===== src/rtl/button_reader_if.sv =====
// ---------------------------------------------------------------------------
// button_reader_if
//   Bundles the raw button pin and the debounced event outputs of
//   button_reader so that consumers connect with a single port.
//
//   pin14          raw button pin, asynchronous to the reader's clock
//   btn_level      debounced pressed level, 1 = pressed
//   press_pulse    one-cycle pulse on each accepted press
//   release_pulse  one-cycle pulse on each accepted release
//   long_press     one-cycle pulse when a press has been held long enough
//   press_count    accepted-press counter, wraps modulo 256
//
//   slave  : the reader (consumes pin14, produces the events)
//   master : whoever owns the pin and consumes the events
// ---------------------------------------------------------------------------
interface button_reader_if;
  logic       pin14;
  logic       btn_level;
  logic       press_pulse;
  logic       release_pulse;
  logic       long_press;
  logic [7:0] press_count;

  modport master (
    output pin14,
    input  btn_level,
    input  press_pulse,
    input  release_pulse,
    input  long_press,
    input  press_count
  );

  modport slave (
    input  pin14,
    output btn_level,
    output press_pulse,
    output release_pulse,
    output long_press,
    output press_count
  );
endinterface


===== src/rtl/button_reader.sv =====
// ---------------------------------------------------------------------------
// button_reader
//   Synchronises an asynchronous push-button pin, rejects contact bounce and
//   reports a clean level, single-cycle press/release events, an optional
//   long-press event and a wrapping press counter.
//
//   Parameters
//     DEBOUNCE_CYCLES  stable-input cycles needed to accept a change (>= 2)
//     LONG_CYCLES      cycles held pressed before long_press fires
//                      (must exceed DEBOUNCE_CYCLES)
//     ACTIVE_LOW       1: pin reads 0 when pressed, 0: pin reads 1 when pressed
//
//   Ports
//     clk    system clock
//     rst_n  asynchronous active-low reset
//     btn    button_reader_if.slave: pin14 in; btn_level, press_pulse,
//            release_pulse, long_press, press_count out
//
//   Build option
//     BUTTON_READER_LONG_PRESS_EN  when defined, the hold counter and the
//     long_press event are compiled in; otherwise long_press is tied to 0
//     and LONG_CYCLES has no effect.
// ---------------------------------------------------------------------------
module button_reader #(
  parameter int DEBOUNCE_CYCLES = 160000,
  parameter int LONG_CYCLES     = 16000000,
  parameter bit ACTIVE_LOW      = 1'b1
) (
  input  logic            clk,
  input  logic            rst_n,
  button_reader_if.slave  btn
);

`ifdef BUTTON_READER_LONG_PRESS_EN
  localparam int CNT_W = $clog2(LONG_CYCLES + 1);
`else
  localparam int CNT_W = $clog2(DEBOUNCE_CYCLES + 1);
`endif

  localparam logic [CNT_W-1:0] DC_LAST = CNT_W'(DEBOUNCE_CYCLES - 1);

  localparam logic [1:0] RELEASED     = 2'd0;
  localparam logic [1:0] PRESS_WAIT   = 2'd1;
  localparam logic [1:0] PRESSED      = 2'd2;
  localparam logic [1:0] RELEASE_WAIT = 2'd3;

  // Pin level when the button is not pressed.
  localparam logic PIN_IDLE = ACTIVE_LOW;

  logic             sync1_reg;
  logic             sync2_reg;
  logic [1:0]       state_reg;
  logic [CNT_W-1:0] dcnt_reg;
  logic             active;

  // Button pressed, as seen after the two-flop synchroniser.
  assign active = sync2_reg ^ ACTIVE_LOW;

  // Synchroniser, debounce FSM and the level/press/release outputs.
  always_ff @(posedge clk or negedge rst_n) begin
    if (!rst_n) begin
      sync1_reg         <= PIN_IDLE;
      sync2_reg         <= PIN_IDLE;
      state_reg         <= RELEASED;
      dcnt_reg          <= '0;
      btn.btn_level     <= 1'b0;
      btn.press_pulse   <= 1'b0;
      btn.release_pulse <= 1'b0;
      btn.press_count   <= 8'd0;
    end else begin
      sync1_reg         <= btn.pin14;
      sync2_reg         <= sync1_reg;
      btn.press_pulse   <= 1'b0;
      btn.release_pulse <= 1'b0;

      case (state_reg)
        RELEASED: begin
          if (active) begin
            state_reg <= PRESS_WAIT;
            dcnt_reg  <= '0;
          end
        end

        PRESS_WAIT: begin
          // Any released sample is treated as bounce: start over.
          if (!active) begin
            state_reg <= RELEASED;
          end else if (dcnt_reg == DC_LAST) begin
            state_reg       <= PRESSED;
            btn.btn_level   <= 1'b1;
            btn.press_pulse <= 1'b1;
            btn.press_count <= btn.press_count + 8'd1;
          end else begin
            dcnt_reg <= dcnt_reg + 1'b1;
          end
        end

        PRESSED: begin
          if (!active) begin
            state_reg <= RELEASE_WAIT;
            dcnt_reg  <= '0;
          end
        end

        RELEASE_WAIT: begin
          // A pressed sample means the release was bounce; no event.
          if (active) begin
            state_reg <= PRESSED;
          end else if (dcnt_reg == DC_LAST) begin
            state_reg         <= RELEASED;
            btn.btn_level     <= 1'b0;
            btn.release_pulse <= 1'b1;
          end else begin
            dcnt_reg <= dcnt_reg + 1'b1;
          end
        end

        default: state_reg <= RELEASED;
      endcase
    end
  end

`ifdef BUTTON_READER_LONG_PRESS_EN
  // hcnt counts cycles spent in PRESSED with the button still active and
  // parks at LONG_CYCLES. The pulse fires on the step into the parked value,
  // which lands exactly LONG_CYCLES edges after press_pulse rises and can
  // only happen once per press. Bounces through RELEASE_WAIT freeze it.
  localparam logic [CNT_W-1:0] HC_SAT = CNT_W'(LONG_CYCLES);

  logic [CNT_W-1:0] hcnt_reg;

  always_ff @(posedge clk or negedge rst_n) begin
    if (!rst_n) begin
      hcnt_reg       <= '0;
      btn.long_press <= 1'b0;
    end else begin
      btn.long_press <= 1'b0;
      if (state_reg == PRESS_WAIT && active && dcnt_reg == DC_LAST) begin
        hcnt_reg <= '0;
      end else if (state_reg == PRESSED && active && hcnt_reg != HC_SAT) begin
        hcnt_reg       <= hcnt_reg + 1'b1;
        btn.long_press <= (hcnt_reg == HC_SAT - 1'b1);
      end
    end
  end
`else
  assign btn.long_press = 1'b0;
`endif

endmodule


===== src/flat_wrapper.sv =====
// flat-port wrapper written by rule: the top's interface ports become plain ports
module button_reader_flat 
#(
  parameter int DEBOUNCE_CYCLES = 160000,
  parameter int LONG_CYCLES     = 16000000,
  parameter bit ACTIVE_LOW      = 1'b1
)
  (clk, rst_n, btn_pin14, btn_btn_level, btn_press_pulse, btn_release_pulse, btn_long_press, btn_press_count);
  button_reader_if btn_i ();
  input  logic clk;
  input  logic rst_n;
  input wire logic [$bits(btn_i.pin14)-1:0] btn_pin14;
  output wire logic [$bits(btn_i.btn_level)-1:0] btn_btn_level;
  output wire logic [$bits(btn_i.press_pulse)-1:0] btn_press_pulse;
  output wire logic [$bits(btn_i.release_pulse)-1:0] btn_release_pulse;
  output wire logic [$bits(btn_i.long_press)-1:0] btn_long_press;
  output wire logic [$bits(btn_i.press_count)-1:0] btn_press_count;
  assign btn_i.pin14 = btn_pin14;
  assign btn_btn_level = btn_i.btn_level;
  assign btn_press_pulse = btn_i.press_pulse;
  assign btn_release_pulse = btn_i.release_pulse;
  assign btn_long_press = btn_i.long_press;
  assign btn_press_count = btn_i.press_count;
  button_reader #(.DEBOUNCE_CYCLES(DEBOUNCE_CYCLES), .LONG_CYCLES(LONG_CYCLES), .ACTIVE_LOW(ACTIVE_LOW)) u_core (.clk(clk), .rst_n(rst_n), .btn(btn_i));
endmodule

===== config.mk =====
export PLATFORM = sky130hd
export DESIGN_NAME = button_reader_flat
export DESIGN_NICKNAME = d
export VERILOG_FILES = /design/src/rtl/button_reader_if.sv /design/src/rtl/button_reader.sv /design/src/flat_wrapper.sv
export SDC_FILE = /design/constraint.sdc
export NUM_CORES = 1
export LEC_CHECK = 0
export CORE_ASPECT_RATIO = 2
export CORE_MARGIN = 5
export CORE_UTILIZATION = 51
export DETAILED_ROUTE_END_ITERATION = 7
export PLACE_DENSITY = 0.85
export SLEW_MARGIN = 20
export SYNTH_ARGS = -nofsm -noshare
export SYNTH_HDL_FRONTEND = slang
export SYNTH_SLANG_ARGS = --single-unit

===== constraint.sdc =====
create_clock -name clk -period 1.78 [get_ports clk]
set_input_delay 0.356 -clock clk [delete_from_list [all_inputs] [get_ports clk]]
set_output_delay 0.356 -clock clk [all_outputs]
set_load 0.1 [all_outputs]

==> impl_metrics.py <==
metrics = {
    "setup_path": {
        "crit_required_ps": 2000,
        "path_buf_inv": 2,
        "cp_cell_sequence": "buf_4 -> buf_4 -> nand2_2 -> or4_4 -> or4_4 -> a21oi_2",
        "critPathCaptureType": "flip-flop",
        "cp_top_family": "simple AND/OR/NAND/NOR gates",
        "path_class": "reg2reg",
        "slowest_stage": "or4_4",
        "path_max_fanout": 4,
        "arrival_ps": 2150,
        "cp-start-kind": "flip-flop",
        "slowest_delay_ps": 520,
    },
    "synth": {
        "synth_area_um2": 1770,
        "ys_ff_latch": 33,
        "ys_warn_count": 0,
        "synth_xor_area_frac": 0.0444,
        "async_flop_share": 1.00,
        "synth_ff_type": "dfrtp_1",
        "synth_top_family_by_area": "simple AND/OR/NAND/NOR gates",
        "avgSynthCellArea_um2": 9.86,
        "synth-seq-area-share": 0.467,
        "postSynthNetCount": 185,
        "synth-simple-area-share": 0.247,
        "synthMuxAreaShare": 0.0374,
        "synth_cells": 180,
        "synth_fa_ha_area_frac": 0.0141,
        "synth_compound_area_frac": 0.141,
        "synth_edf_count": 0,
        "yosysUniqueCellTypes": 53,
    },
    "routing": {
        "wl_per_cell_um": 27.2,
        "totalWireLength_um": 7470,
        "vias_per_cell": 7.16,
        "drt-pass1-iter-count": 5,
        "antenna_left": 0,
        "vias": 1969,
        "drc_errors": 0,
        "drt_iter0_markers": 188,
    },
    "placement": {
        "gp_congestion": 0.910,
        "dpl.hpwl_um": 3790,
        "place_area_um2": 2340,
        "portBuffers": 13,
    },
    "die": {
        "core_region_area_um2": 3380,
        "pin_count": 15,
        "rows": 30,
        "start_util": 0.525,
        "die_h_um": 93.4,
        "dieArea_um2": 4830,
        "die_w_um": 51.7,
    },
    "cells_and_area": {
        "num-fill-cells": 162,
        "multiInputGateArea_um2": 1130,
        "areaGrowthSynthToFinish_pct": 56.7,
        "layout_common_cells": "buf_4, dfrtp_1, nand2_1, buf_12, nor2_1",
        "final_common_cell": "buf_4",
        "diodes": 0,
        "ff_latch_area_um2": 836,
        "nets": 247,
        "fin_area_um2": 2780,
        "drive_gt1_frac": 0.481,
        "finish.utilization": 0.823,
        "largest_reg_flops": 18,
    },
    "sta": {
        "post-route-min-period_ps": 1930,
        "finalHoldViolCount": 0,
        "slew_violations": 0,
        "fin_worst_skew_ps": 8.97,
        "timing.final.crit_share": 1.08,
        "setup_ws_ps": -147,
        "finalSetupViolCount": 23,
        "rsz0062_at_grt": "yes",
        "max_freq_ghz": 0.519,
    },
    "pwr": {
        "leakagePower_nw": 1.34,
        "powerDensity_nw_per_um2": 617,
        "irDropWorstVdd_mv": 0.648,
        "finalPower_mw": 1.72,
    },
    "grt": {
        "grt_pass1_vias": 1856,
        "overflow": 0,
        "track_usage": 0.293,
        "grt_pass1_wl_um": 10300,
        "grt_max_degree": 34,
        "antenna_found_initial": 0,
    },
    "cts": {
        "ctsLongestPathBuffers": 2,
        "clock_latency_ps": 300,
        "cts_max_level": 2,
        "clock-sinks": 33,
        "numCtsBuffers": 5,
        "cts_tree": "done",
        "clock-root-buffer": "clkbuf_8",
        "clk_pin_slew_ps": 70,
    },
    "worst_hold_path": {
        "hp-class": "reg2reg",
    },
    "run_status": {
        "outcome": "finished with violations",
        "failed_checks": "negative setup slack",
    },
    "flow_run": {
        "maxCapViolCount": 0,
    },
}
per-stage QoR:
stage                     TNS, ps  worst slack, ps  hold slack, ps  cells
after floorplan              -427             -156            60.4    180
final                       -1490             -147             376    275
after global placement      -90.0            -36.2             346    257
after detailed placement     -605             -143             361    257
after CTS                    -109            -57.6             371    268
after global routing        -2640             -187             369    275
timing repair:
| action | in CTS | in global routing |
|---|---|---|
| pin swaps | 2 | 19 |
| endpoints found under the setup margin | 16 | 28 |
| setup buffers | 3 | 8 |
| hold buffers | 0 | 0 |
| gates resized for setup | 14 | 38 |
logic make-up (layout without fill, tap and decap cells):
kind of cell / count (synthesis) / in the layout
other: 1 / 1
AOI/OAI and AO/OA: 35 / 35
DFF: 33 / 33
and+or+nand+nor: 78 / 78
muxes: 6 / 6
buffers and inverters: 16 / 79
xor gates and xnor gates: 9 / 9
adders and majority gates: 2 / 2
path summary, 6_finish.rpt:
check	slack, ps	cells after the start	endpoint	start
min in group asynchronous	450	2	u_core.dcnt_reg[4]$_DFFE_PN0P_	rst_n
worst max-delay path	-150	6	u_core.dcnt_reg[15]$_DFFE_PN0P_	u_core.dcnt_reg[1]$_DFFE_PN0P_
worst min-delay path	380	0	u_core.sync2_reg$_DFF_PN1_	u_core.sync1_reg$_DFF_PN1_
max in group asynchronous	1070	2	u_core.sync2_reg$_DFF_PN1_	rst_n
worst min register to register	380	0	u_core.sync2_reg$_DFF_PN1_	u_core.sync1_reg$_DFF_PN1_
worst max register to register	-150	6	u_core.dcnt_reg[15]$_DFFE_PN0P_	u_core.dcnt_reg[1]$_DFFE_PN0P_
where the power goes:
| group | total [mW] | leakage (nW) | switching, mW | internal (mW) |
|---|---|---|---|---|
| sequential | 0.833 | 0.439 | 0.0512 | 0.781 |
| clock | 0.602 | 0.0455 | 0.286 | 0.315 |
| combinational | 0.282 | 0.852 | 0.161 | 0.121 |
cells in the mapped netlist (2+ instances only):
| master | instances | area share |
|---|---|---|
| nand2_1 | 15 | 0.032 |
| o2bb2ai_1 | 2 | 0.0099 |
| and2_1 | 2 | 0.0071 |
| a21oi_1 | 6 | 0.017 |
| or4_1 | 2 | 0.0085 |
| nor3_1 | 11 | 0.031 |
| inv_1 | 7 | 0.015 |
| a31oi_1 | 3 | 0.011 |
| nor4_1 | 9 | 0.032 |
| o21ai_0 | 8 | 0.023 |
| nand4_1 | 6 | 0.021 |
| dfstp_2 | 2 | 0.030 |
| a211o_1 | 2 | 0.0099 |
| or3_1 | 2 | 0.0071 |
| or4_2 | 2 | 0.0099 |
| ha_1 | 2 | 0.014 |
| o311ai_0 | 2 | 0.0099 |
| xnor2_1 | 2 | 0.0099 |
| xor2_1 | 7 | 0.035 |
| clkbuf_1 | 3 | 0.0063 |
| dfrtp_1 | 31 | 0.44 |
| nor2_1 | 9 | 0.019 |
| nand3_1 | 8 | 0.023 |
| mux2i_1 | 4 | 0.023 |
| buf_6 | 2 | 0.013 |
| and3_1 | 4 | 0.014 |
cell type report:
cell class,count,area share
Clock buffer,8,0.0324
Inverter,8,0.0117
Timing Repair Buffer,63,0.234
Tap cell,32,0.0144
Multi-Input combinational cell,131,0.406
Sequential cell,33,0.301
layer usage:
metal | wire length (um) | track usage | part of all wire
met4 | 467 | 0.125 | 0.063
met1 | 2370 | 0.331 | 0.32
met3 | 732 | 0.0510 | 0.098
met5 | 0 | 0 | 0
met2 | 3900 | 0.521 | 0.52
(Power assumes the default switching activity.)
==> patch 1 (same flow settings) <==
`ACTIVE_LOW` is set to 1'b1 in 2 places; all go to 1'b0.
--- a/src/rtl/button_reader.sv
+++ b/src/rtl/button_reader.sv
@@ -26,3 +26,3 @@
   parameter int LONG_CYCLES     = 16000000,
-  parameter bit ACTIVE_LOW      = 1'b1
+  parameter bit ACTIVE_LOW      = 1'b0
 ) (
--- a/src/flat_wrapper.sv
+++ b/src/flat_wrapper.sv
@@ -5,3 +5,3 @@
   parameter int LONG_CYCLES     = 16000000,
-  parameter bit ACTIVE_LOW      = 1'b1
+  parameter bit ACTIVE_LOW      = 1'b0
 )
Behaviour: same outputs for any inputs over 10 cycles, from zero or initial values and one cycle with rst_n low; that may be too few to reach the edited logic, so the function may still have changed.
==> patch 1 against the original RTL <==
- the run still ends with negative setup slack left
- worst setup slack gained 0.064 ns
- critical path type unchanged
- area after synthesis fell by 0.35%
- wire length decreased by 18%
- sequential cell count unchanged
- critical endpoint is now u_core.dcnt_reg[9]
- sequential power fell by 1%
- clock skew shrank 0.0010 ns
- total power shrank 6.9%
- clock power about the same
- critical path depth unchanged
- design area fell by 9.2%
==> patch 1: results (changes against the original RTL) <==
[timing]
fin_skew_ns=0.00793  ; -0.00104 ns
worst_slack_ns=-0.0826  ; +0.0642 ns
setup_viol=7  ; -70%
tns_ns=-0.350  ; +1.14 ns
whs_ns=0.361  ; -0.0151 ns

[routing]
first_iter_violations=97  ; -48%
avgViaCountPerCell=6.93  ; -3.2%
dr.pass1.iters=4  ; -1
drt_wl_total_um=6140  ; -18%

[layout]
fillers=187  ; +15%
drive_above_1_share_pct=38.0  ; -10 points
nets=225  ; -8.9%
largest_reg_flops=18  ; unchanged
diodes=0  ; unchanged

[cts]
cts_max_level=2  ; unchanged
clk_path_buf_depth=2  ; unchanged
clkTransAtPathRegs_ns=0.07  ; about the same

[power]
peakVddDrop_mv=0.493  ; -24%
p_leak_uw=0.00116  ; -13%
swShare_pct=27.0  ; -2.0 points

[logic_synthesis]
syn_nets=180  ; -2.7%
async_flop_share_pct=100  ; unchanged
synth_common_cells=dfrtp_1, nand2_1, nor2_1, nand3_1, nor3_1
synth_xor_xnor_area_share_pct=4.46  ; +0.016 points
synthTopCellsByArea=dfrtp_1, mux2i_1, xor2_1
seq_area_frac_synth_pct=46.7  ; about the same
synthAdderAreaFrac_pct=1.42  ; +0.0050 points
muxShareOfSynthArea_pct=7.01  ; +3.3 points
netlist-cell-type-count=42  ; -21%
yosysWarnings=0  ; unchanged
synth_compound_area_share_pct=12.0  ; -2.1 points

[critical_path]
cp_slowest_cell=dfrtp_1
ff2ff_path_depth=6  ; unchanged
r2r-end=u_core.dcnt_reg[9]
cpPeakStageDelay_ns=0.39  ; -0.13 ns
arrival_ns=2.10  ; -0.05 ns
path_max_fanout=4  ; unchanged
path_delay_family=simple AND/OR/NAND/NOR gates

[outcome]
status=finished, violations left
violations=negative setup slack

[grt]
grt.total_usage_pct=25.6  ; -3.7 points
grt_pass1_vias=1787  ; -3.7%
antenna_found_initial=0  ; unchanged
grt_pass1_wl_um=8970  ; -13%

[placement]
portBuffers=13  ; unchanged
place.gp.congestion=0.911  ; +0.13%
preCtsSetupSlack_ns=-0.0554  ; +0.0876 ns
dp_hpwl_um=3630  ; -4.1%

[worst_hold_path]
worstHoldStart=u_core.sync1_reg
min_path_cells=0  ; unchanged
worstHoldEndpoint=u_core.active

## patch 1: layout make-up
class | count | share of cell area (%)
Inverter | 7 | 1.04
Timing Repair Buffer | 46 | 20.1
Clock buffer | 8 | 3.57
Multi-Input combinational cell | 127 | 40.6
Tap cell | 32 | 1.59
Sequential cell | 33 | 33.1
## patch 1: power groups by stage
stage	logic, uW	registers (uW)	clock network (uW)
after global routing	184	824	639
after floorplan	91.7	819	0
after detailed placement	160	828	0
after CTS	163	815	593
final	173	821	604
after global placement	144	824	0
## patch 1: metrics by stage
step / area, um2 / cells / power (uW)
5_1_grt: 2520 / 253 / 1650
4_1_cts: 2380 / 248 / 1570
2_1_floorplan: 1790 / 175 / 911
3_3_place_gp: 2230 / 237 / 968
3_5_place_dp: 2230 / 237 / 987
6_report: 2520 / 253 / 1600
## patch 1: worst max-delay path by stage
| stage | endpoint | start | cells after the start |
|---|---|---|---|
| floorplan | flop | u_core.dcnt_reg[11] | 4 |
| global placement | flop | u_core.dcnt_reg[15] | 4 |
| detailed placement | u_core.btn.press_count[1] | u_core.dcnt_reg[1] | 5 |
| CTS | u_core.btn.press_count[7] | u_core.dcnt_reg[10] | 4 |
| global route | u_core.dcnt_reg[9] | u_core.dcnt_reg[1] | 6 |
| finish | u_core.dcnt_reg[9] | u_core.dcnt_reg[1] | 6 |
## patch 1: timing repair
action	4_1_cts	5_1_grt
pin swaps	4	8
gates resized for setup	7	19
cloned	0	0
endpoints found under the setup margin	7	20
setup buffers	3	5
endpoints found under the hold margin	0	0
## patch 1: layer usage
layer	up-vias	global-route usage (%)	share of wire, %
li1	736	-	-
met1	885	27.5	34
met2	104	44.4	54
met3	28	3.35	5.6
met4	0	17.7	6.0
met5	-	0	0
==> patch 2 (config.mk and constraints unchanged) <==
Without the edit above. `DEBOUNCE_CYCLES` is set to 160000 in 2 places; all go to 80000.
--- a/src/rtl/button_reader.sv
+++ b/src/rtl/button_reader.sv
@@ -24,3 +24,3 @@
 module button_reader #(
-  parameter int DEBOUNCE_CYCLES = 160000,
+  parameter int DEBOUNCE_CYCLES = 80000,
   parameter int LONG_CYCLES     = 16000000,
--- a/src/flat_wrapper.sv
+++ b/src/flat_wrapper.sv
@@ -3,3 +3,3 @@
 #(
-  parameter int DEBOUNCE_CYCLES = 160000,
+  parameter int DEBOUNCE_CYCLES = 80000,
   parameter int LONG_CYCLES     = 16000000,
Behaviour: same outputs for any inputs over 10 cycles, from zero or initial values and one cycle with rst_n low; that may be too few to reach the edited logic, so the function may still have changed.
==> patch 2 against the original RTL <==
- the flow still finishes with violations (negative setup slack)
- worst setup slack better by 0.13 ns
- first-iteration DRC count fell by 71%
- sequential cell count shrank 1
- wire length fell by 38%
- core utilization is 11 points lower
- maximum frequency grew 7.2%
- largest cell class unchanged
- design area fell by 15%
- largest power group unchanged
- total power shrank 9.2%
- area after synthesis is 1.8% lower
- global-route usage decreased by 8.3 points
- synthesized cell count decreased by 6.7%
==> patch 2: results (changes against the original RTL) <==
[outcome]
status=finished, violations left
violations=negative setup slack

[critical_path]
cpPeakStageDelay_ns=0.41  ; -0.11 ns
cp_slowest_cell=dfrtp_1
reg2reg_setup_slack_ns=-0.02  ; +0.13 ns
path_max_fanout=3  ; -1
arrival_ns=1.96  ; -0.19 ns

[routing]
first_iter_violations=54  ; -71%
wire_per_inst_um=19.1  ; -30%
wl_met2_um=2720  ; -30%

[logic_synthesis]
synth_common_cells=dfrtp_1, nand2_1, nand4_1, nand3_1
netlist-cell-type-count=47  ; -11%
synthTopCellsByArea=dfrtp_1, mux2i_1, nand4_1
syn_nets=173  ; -6.5%

[timing]
setup_viol=1  ; -96%
whs_ns=0.356  ; -0.0199 ns
tns_ns=-0.0181  ; +1.47 ns
fin_skew_ns=0.00636  ; -0.00261 ns
worst_slack_ns=-0.0181  ; +0.129 ns

[grt]
grt.total_usage_pct=21.0  ; -8.3 points
met3_usage_pct=3.54  ; -1.6 points
use_met2_pct=39.8  ; -12 points
grt_max_degree=33  ; -2.9%
grtUsageMet1_pct=20.9  ; -12 points
grt_pass1_vias=1554  ; -16%

[layout]
largest_reg_flops=17  ; -1
fillers=207  ; +28%
drive_above_1_share_pct=35.4  ; -13 points
nets=216  ; -13%

[cts]
clock_latency_ns=0.28  ; -0.02 ns

[placement]
place.gp.congestion=0.889  ; -2.3%
placed_area_um2=2220  ; -5.4%

[power]
p_leak_uw=0.00112  ; -16%

patch 2: path summary, 6_finish.rpt:
kind,cells after the start,end,startpoint
worst max-delay path,6,u_core.dcnt_reg[16],u_core.dcnt_reg[1]
worst min-delay path,0,u_core.sync2_reg,u_core.sync1_reg
worst max register to register,6,u_core.dcnt_reg[16],u_core.dcnt_reg[1]
worst min register to register,0,u_core.sync2_reg,u_core.sync1_reg
max in group asynchronous,2,u_core.sync1_reg,rst_n
min in group asynchronous,2,u_core.btn.press_count[2],rst_n
patch 2: kinds of logic after synthesis:
family,after synthesis,synth area share [%]
AO/OA/AOI/OAI,27,10.7
XOR/XNOR,9,4.53
adder cells (fa/ha/maj),2,1.44
buffers and inverters,15,4.67
flip-flops,32,46.1
multiplexers,10,6.11
other,1,0.215
AND/OR/NAND/NOR,72,26.2
patch 2: power breakdown:
group	total [uW]	leakage [uW]	internal [uW]	switching, uW
clock	565	0.0000455	315	250
combinational	207	0.000643	94.8	112
sequential	787	0.000433	758	28.6
total	1560	0.00112	1170	391
patch 2: cell type report:
| type | instances | share of cell area [%] |
|---|---|---|
| clock buffer | 8 | 3.80 |
| inverter | 4 | 0.633 |
| multi-input combinational | 121 | 38.9 |
| sequential | 32 | 33.9 |
| tap | 32 | 1.69 |
| timing repair buffer | 47 | 21.0 |
patch 2: per-stage QoR:
step | util, % | instances
after floorplan | - | 168
after global placement | 66.4 | 235
after detailed placement | 66.4 | 235
after CTS | 69.5 | 243
after global routing | 71.0 | 244
final | 71.0 | 244
patch 2: timing repair:
action / in CTS / in global routing
setup endpoints to repair: 7 / 12
resized for setup: 2 / 9
cloned: 0 / 0
setup buffers: 0 / 1
hold buffers: 0 / 0
pin swaps: 0 / 4
